==> src/rtl/pipeline_ctrl.sv <==
// Stall/flush/sequencing controller for the 5-stage RV32 pipeline.
// Produces stage-buffer advance enables, per-stage valid bits, MDU handshake and perf counters.
//
// MDU FSM states:
//   state    | meaning
//   ---------+---------------------------------------------------------------
//   MDU_IDLE | no multi-cycle op outstanding
//   MDU_BUSY | MDU running, E-stage instruction held until mdu_done
//   MDU_DONE | result captured but M/W could not accept; release E when en_MW
module pipeline_ctrl #(
   parameter int CNT_W = 64
) (
   input  logic             clk,
   input  logic             rst,
   input  logic             if_busy_F,
   input  logic             reg_ren_D,
   input  logic [4:0]       Rs1_D,
   input  logic [4:0]       Rs2_D,
   input  logic             MemRead_E,
   input  logic [4:0]       Rd_E,
   input  logic             mispredict_E,
   input  logic             mdu_start_E,
   input  logic             mdu_done,
   input  logic             mem_busy_M,
   input  logic             ebreak_W,
   output logic             en_FD,
   output logic             en_DE,
   output logic             en_EM,
   output logic             en_MW,
   output logic             pc_en,
   output logic             redirect,
   output logic             mdu_go,
   output logic             v_D,
   output logic             v_E,
   output logic             v_M,
   output logic             v_W,
   output logic             halted,
   output logic [CNT_W-1:0] cycle_cnt,
   output logic [CNT_W-1:0] instret_cnt
);

   typedef enum logic [1:0] {
      MDU_IDLE = 2'd0,
      MDU_BUSY = 2'd1,
      MDU_DONE = 2'd2
   } mdu_state_t;

   mdu_state_t state, state_nxt;
   logic       run;
   logic       hold_M;
   logic       mdu_hold;
   logic       load_use;

   // Nothing may advance while reset is asserted or after an ebreak halt.
   assign run = ~rst & ~halted;

   always_comb begin
      hold_M   = v_M & mem_busy_M;
      mdu_hold = ((state == MDU_IDLE) & v_E & mdu_start_E)
               | ((state == MDU_BUSY) & ~mdu_done);
      load_use = v_D & v_E & MemRead_E & (Rd_E != 5'd0) & reg_ren_D
               & ((Rd_E == Rs1_D) | (Rd_E == Rs2_D));
      en_MW    = run & ~hold_M;
      en_EM    = en_MW & ~mdu_hold;
      en_DE    = en_EM;
      en_FD    = en_DE & ~load_use;
      redirect = v_E & mispredict_E & en_EM;
      pc_en    = (en_FD & ~if_busy_F) | redirect;
   end

   always_comb begin
      state_nxt = state;
      mdu_go    = 1'b0;
      case (state)
         MDU_IDLE: begin
            if (v_E & mdu_start_E & run) begin
               state_nxt = MDU_BUSY;
               mdu_go    = 1'b1;
            end
         end
         MDU_BUSY: begin
            if (mdu_done)
               state_nxt = en_MW ? MDU_IDLE : MDU_DONE;
         end
         MDU_DONE: begin
            if (en_MW)
               state_nxt = MDU_IDLE;
         end
         default: state_nxt = MDU_IDLE;
      endcase
   end

   always_ff @(posedge clk or posedge rst) begin
      if (rst) begin
         state       <= MDU_IDLE;
         v_D         <= 1'b0;
         v_E         <= 1'b0;
         v_M         <= 1'b0;
         v_W         <= 1'b0;
         halted      <= 1'b0;
         cycle_cnt   <= '0;
         instret_cnt <= '0;
      end else begin
         state <= state_nxt;
         // Valid bits and counters are frozen once halted.
         if (!halted) begin
            v_W       <= en_MW & v_M;
            v_M       <= en_EM ? v_E : (en_MW ? 1'b0 : v_M);
            v_E       <= en_DE ? (v_D & ~load_use & ~redirect) : v_E;
            v_D       <= redirect ? 1'b0 : (en_FD ? ~if_busy_F : v_D);
            cycle_cnt <= cycle_cnt + CNT_W'(1);
            if (v_W)
               instret_cnt <= instret_cnt + CNT_W'(1);
            if (v_W & ebreak_W)
               halted <= 1'b1;
         end
      end
   end

endmodule

==> config.mk <==
export PLATFORM = sky130hd
export DESIGN_NAME = pipeline_ctrl
export DESIGN_NICKNAME = d
export VERILOG_FILES = /design/src/rtl/pipeline_ctrl.sv
export SDC_FILE = /design/constraint.sdc
export NUM_CORES = 1
export LEC_CHECK = 0
export CORE_UTILIZATION = 50
export DETAILED_ROUTE_END_ITERATION = 8
export PLACE_DENSITY = 0.83
export SYNTH_ARGS = -nofsm -noshare
export SYNTH_HDL_FRONTEND = slang
export SYNTH_SLANG_ARGS = --single-unit
==> constraint.sdc <==
create_clock -name clk -period 5.8 [get_ports clk]
set_input_delay 1.45 -clock clk [delete_from_list [all_inputs] [get_ports clk]]
set_output_delay 1.45 -clock clk [all_outputs]
set_load 0.02 [all_outputs]
==> reports/metrics.csv <==
stage;metric;value;unit
worst_setup_path;Crit path arrival time;3.63;ns
logic_synthesis;Avg Cell Area, Syn;11.0;µm²
clock_tree;# hold bufs at CTS;0;
worst_setup_path;crit-path cells;clkdlybuf4s50_1 -> xor2_1 -> nor3_1 -> nand3_1 -> a221oi_1 -> o31ai_1 -> clkdlybuf4s50_1;
route;final WL;15.3;mm
clock_tree;cts repair resizes;0;
timing;Max transition margin;32.9;%
clock_tree;CTS Root Cell;clkbuf_16;
final_layout;Final Core Density;71.1;%
logic_synthesis;Yosys reg bits;135;
power_and_ir_drop;P_leak;4.02;nW
min_path;Worst Hold Class;reg2reg;
timing;RSZ-0062 raised after global routing;false;
timing;Tcrit/Tclk final;87.7;%
worst_setup_path;R2R Path End;instret_cnt[54];
floorplanning;Die Ht;116;µm
worst_setup_path;Setup crit start kind;primary input;
logic_synthesis;dominant synthesized flop cell;dfrtp_1;
power_and_ir_drop;Net Sw Power;0.643;mW
route;drt wl/cell;15.9;µm
power_and_ir_drop;Clock power frac;44.3;%
power_and_ir_drop;Flop pwr share;42.5;%
power_and_ir_drop;Comb power frac;13.2;%
logic_synthesis;cell count after synthesis;591;
floorplanning;Core Box Area;12700;µm²
place;IO Port Bufs;164;
route;vias per cell;5.43;
final_layout;most frequent cells in the layout;clkdlybuf4s50_1 (164), dfrtp_1 (135), xor2_1 (68);
power_and_ir_drop;pwr dens;284;nW/µm²
timing;final count of negative-setup-slack endpoints;0;
final_layout;final net count;800;
flow_run;number of max-cap violations;0;
timing;Fin Setup TNS;0;ns
power_and_ir_drop;final total power;2.56;mW
min_path;hold path start;instret_cnt[63];
clock_tree;clock latency on the worst-skew pair;0.42;ns
min_path;worst hold path depth;1;
global_route;initial antenna violation count;0;
run_status;status;finished clean;
min_path;worst hold endpoint;instret_cnt[63];
clock_tree;Clock Sinks;135;
timing;Fmax;197;MHz
worst_setup_path;most frequent CP cell;clkdlybuf4s50_1;
clock_tree;clock-pin slew on the worst setup and hold paths;0.05;ns
timing;final hold viol count;0;
worst_setup_path;CP Data Required Time;4.35;ns
logic_synthesis;Syn Nets;618;
worst_setup_path;critical path's largest stage delay;0.57;ns
worst_setup_path;slowest CP cell;a221oi_1;
global_route;vias in the first global route;5119;
final_layout;Fill cells;922;
worst_setup_path;r2r worst-path depth;5;
logic_synthesis;register area share after synthesis;51.8;%
power_and_ir_drop;P_int;1.91;mW
route;DRT Pass-1 Iters;5;
worst_setup_path;R2R setup slack;3.33;ns
logic_synthesis;Cell Area, Synth;6530;µm²
global_route;gr usage total;24.1;%
clock_tree;total CTS buffers;17;
final_layout;Antenna Cells;0;
final_layout;ratio of cells with drive above 1 in the final layout;9.94;%
worst_setup_path;RR Startpoint;halted;
power_and_ir_drop;maximum vdd ir drop;249;µV
timing;clk_skew;0.00755;ns
logic_synthesis;Post-synth EDFFs;0;
floorplanning;Starting Density;51.5;%
logic_synthesis;Netlist cell types;49;
final_layout;Area Overhead vs Synth;38.0;%
logic_synthesis;Synth Warn #;0;
floorplanning;row cnt;41;
route;DRC;0;
worst_setup_path;Crit Path Category;in2out;
timing;Final min period;5.08;ns
global_route;largest net degree at the start of global routing;83;
global_route;aggregate global routing overflow;0;
final_layout;most common cell after layout, fill and taps aside;clkdlybuf4s50_1;
clock_tree;Max clock buf depth;2;
timing;Max Slew Vio Count;0;
timing;worst slew pin tran;1.01;ns
floorplanning;die area;13500;µm²
clock_tree;H-Tree Depth;4;
route;Via Count;5200;
place;RePlAce Congestion;0.803;
floorplanning;Die W;116;µm
place;Post-DP HPWL;11.1;mm
worst_setup_path;crit-path max FO;4;
route;Detail Route Antenna Nets;0;
floorplanning;IO Count;165;
route;1st-iter DRT viols;264;
global_route;first-pass GRT wire length;25.1;mm
worst_setup_path;CP Capture Type;output port;
logic_synthesis;asr flop ratio synth;100;%
power_and_ir_drop;switching share of total power;25.1;%
clock_tree;TritonCTS clock tree;yes;
clock_tree;Post-CTS Repair Setup Buffers;0;
-- cells in the mapped netlist, drive strengths merged (2+ instances only) --
library cell    n  area, µm²
dfrtp         135       3380
xnor2          68        603
xor2           68        596
nand2          49        186
nor2           47        176
nand3          43        238
nand4          38        325
nor3           36        201
inv            25       93.8
nor4           25        282
and3           13       82.6
or2             5       31.3
and4            4       35.0
buf             3       23.8
nand2b          3       18.8
nand3b          3       26.3
o21ai           3       15.0
a21oi           2       10.0
and2b           2       17.5
ha              2       25.0
mux2            2       22.5
or3             2       12.5
or4             2       20.0
-- logic make-up (layout without fill, tap and decap cells) --
group	after synthesis	after routing	share of synthesized area (%)
AO/OA/AOI/OAI	12	12	1.32
buffers and inverters	29	223	1.86
AND/OR/NAND/NOR	275	275	26.0
XOR/XNOR	136	136	18.4
adder cells (fa/ha/maj)	2	2	0.383
flip-flops	135	135	51.8
multiplexers	2	2	0.345
-- worst max path at each step --
stage	startpoint	to	slack, ns	cells past startpoint
after detailed placement	Rd_E[3]	pc_en	0.68	7
after global routing	Rd_E[3]	en_FD	0.56	7
after CTS	Rd_E[3]	pc_en	0.69	7
after global placement	Rd_E[3]	pc_en	0.82	7
final	Rd_E[3]	pc_en	0.72	7
after floorplan	rst	cycle_cnt[0]	0.74	1
-- through the flow --
stage	cells	setup WS (ns)	hold WS (ns)	cell area, µm²
after global routing	957	0.559	0.473	9000
final	957	0.715	0.464	9000
after detailed placement	926	0.679	0.456	8380
after floorplan	591	0.739	0.449	6530
after CTS	957	0.686	0.467	9000
after global placement	926	0.815	0.457	8380
-- registers in the layout (all words and copies together) (netlist names) --
| signal | count |
|---|---|
| halted | 1 |
| v_E | 1 |
| v_D | 1 |
| instret_cnt | 64 |
| cycle_cnt | 64 |
| v_M | 1 |
| v_W | 1 |
| state | 2 |
-- power by group through the flow --
stage | Clock [mW] | Combinational (mW) | Sequential [mW]
after CTS | 1.15 | 0.342 | 1.09
after detailed placement | 0 | 0.334 | 1.10
after global routing | 1.19 | 0.357 | 1.09
after global placement | 0 | 0.325 | 1.09
after floorplan | 0 | 0.127 | 1.13
final | 1.13 | 0.336 | 1.09
-- routing by layer --
layer | up-vias | GRT usage [%] | part of all wire, % | wire (µm)
met5 | - | 0 | 0 | 0
met2 | 178 | 39.5 | 50 | 7600
met1 | 2571 | 30.5 | 43 | 6570
met3 | 35 | 5.50 | 4.7 | 718
met4 | 0 | 10.9 | 2.4 | 370
li1 | 2416 | - | - | -
-- area by class of cell --
cell class / instances / area [µm²] / area share, %
well taps: 172 / 215 / 2.39
repair buffers: 167 / 1660 / 18.5
flip-flops and latches: 135 / 3380 / 37.5
inverters: 25 / 96.3 / 1.07
clock buffers: 23 / 478 / 5.31
clock inverters: 8 / 145 / 1.61
multi-input cells: 427 / 3030 / 33.6
-- worst max-delay path, delay by kind of cell --
kind / cells / cell delay (ns)
simple gates: 2 / 0.29
compound gates: 2 / 0.68
buf+inv: 2 / 1.02
xor+xnor: 1 / 0.19
Note: power is estimated with default switching activity, not from simulation.
